--- src/rtl/br_lite_ni.sv ---
// BrLite local-port network interface: TX flit injector, RX receive FIFO.
package BrLitePkg;

  localparam int unsigned BR_ADDR_W    = 16;
  localparam int unsigned BR_PAYLOAD_W = 16;
  localparam int unsigned BR_ID_W      = 4;

  typedef enum logic [1:0] {
    BR_SVC_CLEAR = 2'd0,
    BR_SVC_ALL   = 2'd1,
    BR_SVC_TGT   = 2'd2
  } br_svc_t;

  typedef struct packed {
    logic [BR_ADDR_W-1:0]    source;
    logic [BR_ADDR_W-1:0]    target;
    br_svc_t                 service;
    logic [BR_PAYLOAD_W-1:0] payload;
    logic [BR_ID_W-1:0]      id;
  } br_data_t;

endpackage

module br_lite_ni
  import BrLitePkg::*;
#(
  parameter logic [15:0] ADDRESS  = 16'h0000,
  parameter int unsigned RX_DEPTH = 4
) (
  input  logic                          clk_i,
  input  logic                          rst_ni,
  input  logic                          tx_valid_i,
  output logic                          tx_ready_o,
  input  br_svc_t                       tx_service_i,
  input  logic [15:0]                   tx_target_i,
  input  logic [BR_PAYLOAD_W-1:0]       tx_payload_i,
  output logic                          tx_err_o,
  output br_data_t                      br_flit_o,
  output logic                          br_req_o,
  input  logic                          br_ack_i,
  input  logic                          br_busy_i,
  input  br_data_t                      br_flit_i,
  input  logic                          br_req_i,
  output logic                          br_ack_o,
  output logic                          rx_valid_o,
  input  logic                          rx_ready_i,
  output br_data_t                      rx_flit_o,
  output logic [$clog2(RX_DEPTH):0]     rx_count_o,
  output logic                          irq_o
);

  localparam int unsigned AW = $clog2(RX_DEPTH);
  localparam int unsigned CW = AW + 1;

  typedef enum logic [1:0] {
    TX_IDLE,
    TX_REQ,
    TX_RELEASE
  } tx_state_t;

  typedef enum logic {
    RX_IDLE,
    RX_ACK
  } rx_state_t;

  tx_state_t            tx_state, tx_state_nxt;
  rx_state_t            rx_state, rx_state_nxt;
  logic [BR_ID_W-1:0]   id_cnt;
  logic                 tx_accept;
  logic                 tx_legal;

  br_data_t             mem [RX_DEPTH];
  logic [AW-1:0]        wptr, rptr;
  logic [CW-1:0]        count;
  logic                 fifo_full;
  logic                 push, pop;

  // ---------------- TX path ----------------
  assign tx_legal  = (tx_service_i == BR_SVC_ALL) || (tx_service_i == BR_SVC_TGT);
  assign tx_accept = tx_valid_i && tx_ready_o;

  always_ff @(posedge clk_i or negedge rst_ni) begin
    if (!rst_ni) tx_state <= TX_IDLE;
    else         tx_state <= tx_state_nxt;
  end

  always_comb begin
    tx_state_nxt = tx_state;
    case (tx_state)
      TX_IDLE:    if (tx_accept && tx_legal) tx_state_nxt = TX_REQ;
      TX_REQ:     if (br_ack_i)              tx_state_nxt = TX_RELEASE;
      TX_RELEASE: if (!br_ack_i)             tx_state_nxt = TX_IDLE;
      default:                               tx_state_nxt = TX_IDLE;
    endcase
  end

  // Ready is gated by rst_ni so it reads low for the whole reset window.
  always_comb begin
    tx_ready_o = rst_ni && (tx_state == TX_IDLE) && !br_busy_i;
    br_req_o   = (tx_state == TX_REQ);
  end

  always_ff @(posedge clk_i or negedge rst_ni) begin
    if (!rst_ni) begin
      br_flit_o <= '0;
      id_cnt    <= '0;
      tx_err_o  <= 1'b0;
    end else begin
      tx_err_o <= tx_accept && !tx_legal;
      if (tx_accept && tx_legal) begin
        br_flit_o.source  <= ADDRESS;
        br_flit_o.target  <= tx_target_i;
        br_flit_o.service <= tx_service_i;
        br_flit_o.payload <= tx_payload_i;
        br_flit_o.id      <= id_cnt;
        id_cnt            <= id_cnt + BR_ID_W'(1);
      end
    end
  end

  // ---------------- RX path ----------------
  assign fifo_full = (count == CW'(RX_DEPTH));
  assign push      = (rx_state == RX_IDLE) && br_req_i && !fifo_full;
  assign pop       = (count != '0) && rx_ready_i;

  always_ff @(posedge clk_i or negedge rst_ni) begin
    if (!rst_ni) rx_state <= RX_IDLE;
    else         rx_state <= rx_state_nxt;
  end

  always_comb begin
    rx_state_nxt = rx_state;
    case (rx_state)
      RX_IDLE: if (push)      rx_state_nxt = RX_ACK;
      RX_ACK:  if (!br_req_i) rx_state_nxt = RX_IDLE;
      default:                rx_state_nxt = RX_IDLE;
    endcase
  end

  always_comb begin
    br_ack_o = (rx_state == RX_ACK);
  end

  always_ff @(posedge clk_i) begin
    if (push) mem[wptr] <= br_flit_i;
  end

  always_ff @(posedge clk_i or negedge rst_ni) begin
    if (!rst_ni) begin
      wptr  <= '0;
      rptr  <= '0;
      count <= '0;
    end else begin
      if (push) wptr <= wptr + AW'(1);
      if (pop)  rptr <= rptr + AW'(1);
      case ({push, pop})
        2'b10:   count <= count + CW'(1);
        2'b01:   count <= count - CW'(1);
        default: count <= count;
      endcase
    end
  end

  assign rx_count_o = count;
  assign rx_valid_o = (count != '0);
  assign rx_flit_o  = mem[rptr];
  assign irq_o      = rx_valid_o;

endmodule
--- config.mk ---
export PLATFORM = sky130hd
export DESIGN_NAME = br_lite_ni
export DESIGN_NICKNAME = d
export VERILOG_FILES = /design/src/rtl/br_lite_ni.sv
export SDC_FILE = /design/constraint.sdc
export NUM_CORES = 1
export LEC_CHECK = 0
export CORE_ASPECT_RATIO = 1.1
export CORE_MARGIN = 2
export CORE_UTILIZATION = 50
export CTS_CLUSTER_SIZE = 10
export DETAILED_ROUTE_END_ITERATION = 7
export PLACE_DENSITY = 0.89
export SETUP_SLACK_MARGIN = 0.4
export SLEW_MARGIN = 20
export SYNTH_ARGS = -nofsm -noshare
export SYNTH_HDL_FRONTEND = slang
export SYNTH_SLANG_ARGS = --single-unit
--- constraint.sdc ---
create_clock -name clk_i -period 3 [get_ports clk_i]
set_clock_uncertainty 0.1 [all_clocks]
set_input_delay 0.75 -clock clk_i [delete_from_list [all_inputs] [get_ports clk_i]]
set_output_delay 0.75 -clock clk_i [all_outputs]
set_load 0.005 [all_outputs]
==> impl_metrics.ini, run 1 <==
[layout]
diodes = 0
num-nets-final = 824
drive_gt1_share_pct = 34.5
utilization_pct = 69.4
area_delta_synth_final_pct = 35.9
final_area_um2 = 13800

[synth]
yosysWarnings = 0
synth_seq_cells = 269
synthCells = 453
avgSynthCellArea_um2 = 22.4
syn_area_um2 = 10100
yosysSeqAreaShare_pct = 77.1
ys_types = 34

[timing]
rsz0062_at_grt = true
fin_ws_ns = 0.0765
finalSetupViolCount = 0
final.period_utilization_pct = 97.5
maxSlewHeadroom_pct = 56.4
period_needed_ns = 2.92
slew_viol_final = 0
hold_viol_final = 0
setup_tns_ns = 0
worst_pin_slew_ns = 0.654
fmax_mhz = 342

[placement]
place_ws_ns = -0.106
io_buffer_count = 195
finalWeightedCongestion = 0.715
hpwl_um = 12500
dpl_cell_area_um2 = 12500

[routing]
drt_pass1_iterations = 4
drc_errors = 0
routed.top_layer = met4
vias = 5320
met2WireLength_um = 10800
wl_met1_um = 7900
wl_per_cell_um = 21.2
drtIter0Drc = 268
wl_met3_um = 1920
ant_nets = 0
vias_per_cell = 5.33
wl_um = 21200

[outcome]
status = finished clean

[floorplanning]
dieArea_um2 = 21400
start_util_pct = 51.0
num_rows = 54
die_w_um = 140
die_y_um = 153
io_pins = 212
core_area_um2 = 19900

[worst_setup_path]
reg2regPathDepth = 10
path_class = flop to output port
reg2reg_from = rx_count_o[1]
rr_endpoint = rx_count_o[2]
r2r_slack_ns = 0.56
cp.arrival_ns = 2.07
crit_fanout = 6
cp.required_ns = 2.15
crit_start = rptr[0]
crit_path_end_kind = output port
critPathLaunchType = flop

[clock_network]
cts_hold_buffers = 0
cts_max_level = 1
cts_tree = yes
clk_latency_ns = 0.53
cts.clk_slew.worst_paths_ns = 0.06
cts_num_sinks = 269
numCtsBuffers = 31
clock_path_buffers = 3
clock-root-buffer = clkbuf_16

[global_route]
grt_usage_pct = 19.7
antenna_found_initial = 0
grt_pass1_vias = 5893
overflow = 0
grt_max_degree = 55
grt_pass1_wl_um = 32700

[power_and_ir_drop]
power.static_leakage_nw = 5.05
peakVddDrop_uv = 605
p_per_area_nw_per_um2 = 909

[run]
cap_violations = 0

[hold_path]
hold_path.class = input pin to asynchronous set/reset pin
-- sequential cells by signal (all words and copies together) (netlist names) --
name,cells
mem,216
br_flit_o,38
id_cnt,4
rx_count_o,3
rptr,2
tx_state,2
wptr,2
br_ack_o,1
tx_err_o,1
-- repair_timing --
action / 4_1_cts / 5_1_grt
cloned: 2 / 0
setup endpoints to repair: 57 / 55
buffers inserted: 36 / 10
resized for setup: 254 / 22
pin swaps: 1 / 1
-- cell families (layout without fill, tap and decap cells) --
logic type      after synthesis  after routing  synth area share, %
simple gates                 18             18                 1.25
flops                       269            269                 77.1
other cells                   1             16               0.0370
buf+inv                      45            323                 2.58
xor+xnor                     10             10                0.864
fa+ha+maj                     7              7                0.938
mux                          93             93                 16.6
compound gates               10             10                0.654
-- per-layer routing --
| metal | vias up | global-route usage [%] |
|---|---|---|
| met5 | - | 0 |
| li1 | 2324 | - |
| met3 | 42 | 5.08 |
| met2 | 253 | 34.1 |
| met4 | 0 | 5.76 |
| met1 | 2701 | 24.7 |
-- report_power, final --
part	internal (mW)	switching (mW)
combinational	2.64	1.64
clock	1.98	1.34
sequential	4.67	0.254
-- cell usage after synthesis, drive strengths merged --
| library cell | instances | area [um2] |
|---|---|---|
| conb | 1 | 3.75 |
| mux2 | 38 | 458 |
| o21ai | 5 | 25.0 |
| fa | 1 | 20.0 |
| o311ai | 2 | 17.5 |
| nor2 | 2 | 7.51 |
| nand3 | 1 | 17.5 |
| o31a | 1 | 8.76 |
| and2 | 4 | 25.0 |
| nand4 | 2 | 12.5 |
| clkbuf | 7 | 26.3 |
| nand2b | 2 | 12.5 |
| mux4 | 54 | 1220 |
| clkinv | 1 | 8.76 |
| inv | 10 | 37.5 |
| buf | 27 | 189 |
| mux2i | 1 | 10.0 |
| or3b | 1 | 8.76 |
| or4b | 1 | 13.8 |
| dfrtp | 53 | 1330 |
| nand2 | 2 | 7.51 |
| and3 | 1 | 6.26 |
| or3 | 1 | 6.26 |
| o21a | 1 | 7.51 |
| xor2 | 4 | 35.0 |
| xnor2 | 6 | 52.6 |
| and3b | 1 | 8.76 |
| ha | 6 | 75.1 |
| edfxtp | 216 | 6490 |
| a21boi | 1 | 7.51 |
-- worst max path at each step --
stage | endpoint | slack [ns] | cells past startpoint
4_1_cts | rx_flit_o[44] | 0.02 | 5
6_report | rx_flit_o[44] | 0.08 | 5
3_5_place_dp | tx_ready_o | -0.11 | 4
5_1_grt | rx_flit_o[44] | 0.02 | 5
3_3_place_gp | tx_ready_o | -0.08 | 4
2_1_floorplan | rx_count_o[2] | 0.62 | 10
-- cell usage in the layout (no fill, tap or decap), drive strengths merged, types with 3 or more instances in the layout --
cell	n
dfrtp	53
and2	4
xnor2	6
xor2	4
o21ai	5
mux4	54
edfxtp	216
buf	116
conb	16
ha	6
clkdlybuf4s50	136
dlygate4sd2	3
clkbuf	56
inv	11
mux2	38
-- per-stage QoR --
step	hold WS (ns)	total power [mW]	instances
CTS	0.270	12.4	988
global placement	0.365	8.53	893
detailed placement	0.383	8.67	893
finish	0.275	12.5	998
global route	0.315	13.1	998
floorplan	0.342	6.63	468
-- critical path, cell delays in order (launching register included) --
cell and delay, ns:
dfrtp_4 0.53, buf_12 0.15, buf_12 0.14, buf_12 0.13, mux4_2 0.44, buf_2 0.15
-- cell type report --
cell class / instances / area (um2)
Multi-Input combinational cell: 154 / 2140
Clock buffer: 56 / 891
Clock inverter: 1 / 8.76
Tap cell: 252 / 315
Sequential cell: 269 / 7820
Timing Repair Buffer: 255 / 2560
Fill cell: 1221 / 6080
Inverter: 11 / 46.3
Power figures use the tool's default switching activity.
==> inputs of run 2 (changes only) <==
ABC_CLOCK_PERIOD_IN_PS = 3000   (was unset)
==> results of run 2 <==
Final layout, timing and power as in run 1 (identical DEF).
==> inputs of run 3 (changes only) <==
ABC_CLOCK_PERIOD_IN_PS = 2400   (was 3000)
CORE_UTILIZATION = 46   (was 50)
PLACE_DENSITY = 0.87   (was 0.89)
SLEW_MARGIN = 10   (was 20)
clock period = 2.4 ns   (was 3 ns; I/O delays follow)
==> run 3 against run 2 <==
Effect of this change:
- the run now ends with negative setup slack left
- count of clock-buffer cells in the layout is 1 lower
- power is 29% higher
- hold slack worse by 0.13 ns
- critical path depth stayed put
- combinational power is 36% higher
- critical endpoint is now rx_flit_o[38]
- global-route usage is 0.068 points lower
- wire length is 22% higher
- via count is 5.2% higher
- clock power is 27% higher
- critical path type unchanged
- register-to-register slack worse by 0.42 ns
- cell area is 5.8% higher
- highest routed layer is now met5
- sequential power is 25% higher
- largest cell class unchanged
==> impl_metrics.ini, run 3 (same netlist as run 1, synthesis figures left out) <==
[clock_network]
clk_latency_ns = 0.54
cts_num_sinks = 269
cts_max_level = 1
clock-root-buffer = clkbuf_16
clock_path_buffers = 3
cts_tree = yes
cts_hold_buffers = 0
numCtsBuffers = 31
cts.clk_slew.worst_paths_ns = 0.06

[layout]
diodes = 0
drive_gt1_share_pct = 37.9
final_cell_mix = edfxtp_1, clkdlybuf4s50_1, mux4_2
num-nets-final = 852
multi_input_area_um2 = 2270
reg_top3 = mem x216, br_flit_o x38, id_cnt x4
area_delta_synth_final_pct = 43.8
mostFrequentLayoutCell = edfxtp_1
utilization_pct = 67.8
largest_reg_flops = 216
nFillCells = 1304
regMostFlops = mem
seq_area_um2 = 7820

[floorplanning]
num_rows = 56
core_area_um2 = 21500
dieArea_um2 = 23200
io_pins = 212
start_util_pct = 47.1
die_y_um = 160
die_w_um = 146

[routing]
drc_errors = 0
wl_per_cell_um = 24.3
vias = 5599
ant_nets = 0
vias_per_cell = 5.27
drtIter0Drc = 257
wl_um = 25900
drt_pass1_iterations = 4

[global_route]
grt_max_degree = 54
antenna_found_initial = 1
overflow = 0
grt_usage_pct = 19.6
grt_pass1_wl_um = 34900
grt_pass1_vias = 6079

[timing]
slew_viol_final = 0
final.period_utilization_pct = 115
period_needed_ns = 2.77
maxSlewHeadroom_pct = 55.1
worst_pin_slew_ns = 0.674
fin_ws_ns = -0.370
hold_viol_final = 0
finalSetupViolCount = 54
setup_tns_ns = -15.41
rsz0062_at_grt = true
fmax_mhz = 361

[placement]
hpwl_um = 13700
finalWeightedCongestion = 0.744
io_buffer_count = 195

[power_and_ir_drop]
p_per_area_nw_per_um2 = 1110
peakVddDrop_uv = 631
power_mw = 16.2
power.static_leakage_nw = 5.58

[worst_setup_path]
cpLargestDelayFamily = buffers and inverters
rr_endpoint = rx_count_o[2]
slowest_delay_ns = 0.51
crit_slowest_cell = dfrtp_4
critPathLaunchType = flop
cp.required_ns = 1.70
r2r_slack_ns = 0.14
crit_path_cell_trace = buf_12 -> buf_16 -> buf_6 -> mux4_2 -> buf_6
path_class = flop to output port
crit_fanout = 5
crit_path_end_kind = output port
crit_path_frequent_cell = buf_6
crit_buf_inv = 4
cp.arrival_ns = 2.07
reg2regPathDepth = 9
reg2reg_from = rx_count_o[0]

[outcome]
violations = negative setup slack
status = finished with violations

[hold_path]
hold_path.class = input pin to asynchronous set/reset pin

[run]
cap_violations = 0
==> run 3: cell types whose count changed in the layout (fill, tap and decap cells not counted), sizes merged <==
cell | before | now
clkdlybuf4s15 | 0 | 1
buf | 116 | 134
inv | 11 | 10
clkinv | 1 | 2
dlygate4sd2 | 3 | 41
clkdlybuf4s50 | 136 | 92
clkbuf | 56 | 70
==> run 3: per-stage QoR <==
stage | std cells | area (um2) | hold WS [ns] | setup slack [ns]
2_1_floorplan | 468 | 10300 | 0.204 | 0.155
3_3_place_gp | 948 | 12700 | 0.360 | -0.374
3_5_place_dp | 948 | 12700 | 0.363 | -0.369
4_1_cts | 1033 | 13800 | 0.140 | -0.375
5_1_grt | 1063 | 14600 | 0.195 | -0.414
6_report | 1063 | 14600 | 0.145 | -0.370
==> run 3: worst max path at each step <==
| stage | endpoint | startpoint | slack (ns) | cells after the start |
|---|---|---|---|---|
| after CTS | rx_flit_o[25] | rptr[0] | -0.38 | 5 |
| after detailed placement | tx_ready_o | br_busy_i | -0.37 | 4 |
| final | rx_flit_o[38] | rptr[0] | -0.37 | 5 |
| after global placement | tx_ready_o | br_busy_i | -0.37 | 4 |
| after floorplan | rx_count_o[2] | rx_count_o[0] | 0.15 | 10 |
| after global routing | rx_flit_o[38] | rptr[0] | -0.41 | 5 |
==> run 3: layout make-up <==
| class | count | area share [%] |
|---|---|---|
| Multi-Input combinational cell | 154 | 15.6 |
| Tap cell | 290 | 2.49 |
| Clock inverter | 1 | 0.0601 |
| Sequential cell | 269 | 53.6 |
| Inverter | 11 | 0.335 |
| Clock buffer | 55 | 6.08 |
| Timing Repair Buffer | 283 | 21.8 |
==> run 3: layer usage <==
metal / up-vias / track usage [%] / share of wire [%]
li1: 2386 / - / -
met1: 2856 / 22.7 / 36
met2: 308 / 36.2 / 54
met3: 47 / 5.14 / 8.1
met4: 2 / 5.12 / 2.3
met5: - / 0 / 0.050
==> run 3: timing repair <==
action                     CTS  global route
setup buffers               25            11
gates resized for setup    342            61
cloned                       4            19
pin swaps                    7             0
setup endpoints to repair  108           268
==> run 3: report_power, final <==
part	internal, mW	switching (mW)	total, mW
combinational	3.54	2.27	5.81
clock	2.46	1.74	4.20
sequential	5.83	0.337	6.17
==> patch (config.mk and constraints of run 3) <==
The 3 states of `tx_state_t` get a one-hot encoding in 3 bits.
--- a/src/rtl/br_lite_ni.sv
+++ b/src/rtl/br_lite_ni.sv
@@ -54,6 +54,6 @@
 
-  typedef enum logic [1:0] {
-    TX_IDLE,
-    TX_REQ,
-    TX_RELEASE
+  typedef enum logic [2:0] {
+    TX_IDLE    = 3'b001,
+    TX_REQ     = 3'b010,
+    TX_RELEASE = 3'b100
   } tx_state_t;
Check against the original RTL: no difference found for any inputs over 4 cycles, from zero or initial values and one cycle with rst_ni low; so few cycles prove little.
==> patch against run 3 <==
The run still ends with setup timing left. Power decreased by 1.1%. Global-route usage decreased by 0.59 points. Area after synthesis up 0.72%. Worst setup slack gained 0.0073 ns. Routed wire length shrank 2.5%. Sequential cell count rose by 1. Cell area rose by 0.35%. Core utilization fell by 1.2 points. Highest routed layer is now met4.
==> patch: results (changes against run 3) <==
[placement]
placed_cells = 960  ; +1.3%
gp_congestion = 0.7770  ; +4.4%
placedInstanceArea_sq_um = 12770  ; +0.75%
preCtsSetupSlack_ns = -0.09997  ; +0.2692 ns

[timing]
whs_ns = 0.1844  ; +0.03894 ns
worst_pin_slew_ns = 0.6879  ; +0.01422 ns
finalSetupTns_ns = -15.40  ; +0.01380 ns
finalWorstSetupSlack_ns = -0.3628  ; +0.007271 ns
setup_violations = 54  ; unchanged

[synth]
synth_common_cells = edfxtp_1, mux4_2, dfrtp_1, mux2_2, buf_4
async_flop_share_pct = 20.00  ; +0.30 points
ys_seq_area_share_pct = 76.78  ; -0.29 points
yosysUniqueCellTypes = 41  ; +21%
ys_top_cells_by_area = edfxtp_1, dfrtp_1, mux4_2
synth_cells = 459  ; +1.3%
ys_seq_elements = 270  ; +0.37%

[final_layout]
antenna_cells = 1  ; +1
inverters = 8  ; -3
final-clk-cell-share_pct = 6.073  ; -0.064 points
buf_share_pct = 21.59  ; -0.25 points
num-nonclk-buffers = 288  ; +1.8%
fillers = 1452  ; +11%
seqCellArea_sq_um = 7844  ; +0.34%
finalNonFillerCells = 1082  ; +1.8%

[run_status]
status = finished, violations left
violations = setup timing

[global_route]
globalRouteMet1Util_pct = 23.89  ; +1.2 points
grt_pass1_wl_um = 34400  ; -1.6%
grt_usage_pct = 19.04  ; -0.59 points
grt_max_degree = 55  ; +1.9%
met2_usage_pct = 33.06  ; -3.2 points
grt_pass1_vias = 6086  ; +0.12%

[power_and_ir_drop]
seq_power_share_pct = 38.6  ; +0.5 points
power_uw = 16010  ; -1.1%
power.switching_uw = 4265  ; -2.0%
ir_drop_v = 0.0005923  ; -6.1%

[clocking]
cts_resized = 326  ; -4.7%

[setup_path]
reg2regPathDepth = 10  ; +1
reg2reg_from = rx_count_o[2]$_DFFE_PN0P_
reg2reg_slack_ns = 0.10  ; -0.04 ns

[routing]
wl_met2_um = 13110  ; -5.8%
highest_layer = met4
totalWireLength_um = 25230  ; -2.5%
met1Wirelength_um = 9374  ; +1.5%

==> patch: worst register-to-register path: cells and delay by family (launching register included) <==
family	cells	cell delay (ns)
xor gates and xnor gates	2	0.32
and+or+nand+nor	3	0.75
DFF	1	0.38
buffers and inverters	3	0.22
adders and majority gates	2	0.46
==> patch: how the worst max path moves through the flow <==
stage                              start                   endpoint  slack, ns  depth (start not counted)
6_report             rptr[0]$_DFFE_PN0P_               rx_flit_o[1]      -0.36                          5
5_1_grt              rptr[0]$_DFFE_PN0P_               rx_flit_o[1]      -0.43                          5
4_1_cts              rptr[0]$_DFFE_PN0P_              rx_flit_o[46]      -0.37                          5
3_5_place_dp                    br_req_i  rx_count_o[2]$_DFFE_PN0P_       -0.1                          9
3_3_place_gp                    br_req_i  rx_count_o[2]$_DFFE_PN0P_      -0.06                          9
2_1_floorplan  rx_count_o[0]$_DFFE_PN0P_  rx_count_o[2]$_DFFE_PN0P_       0.19                         10
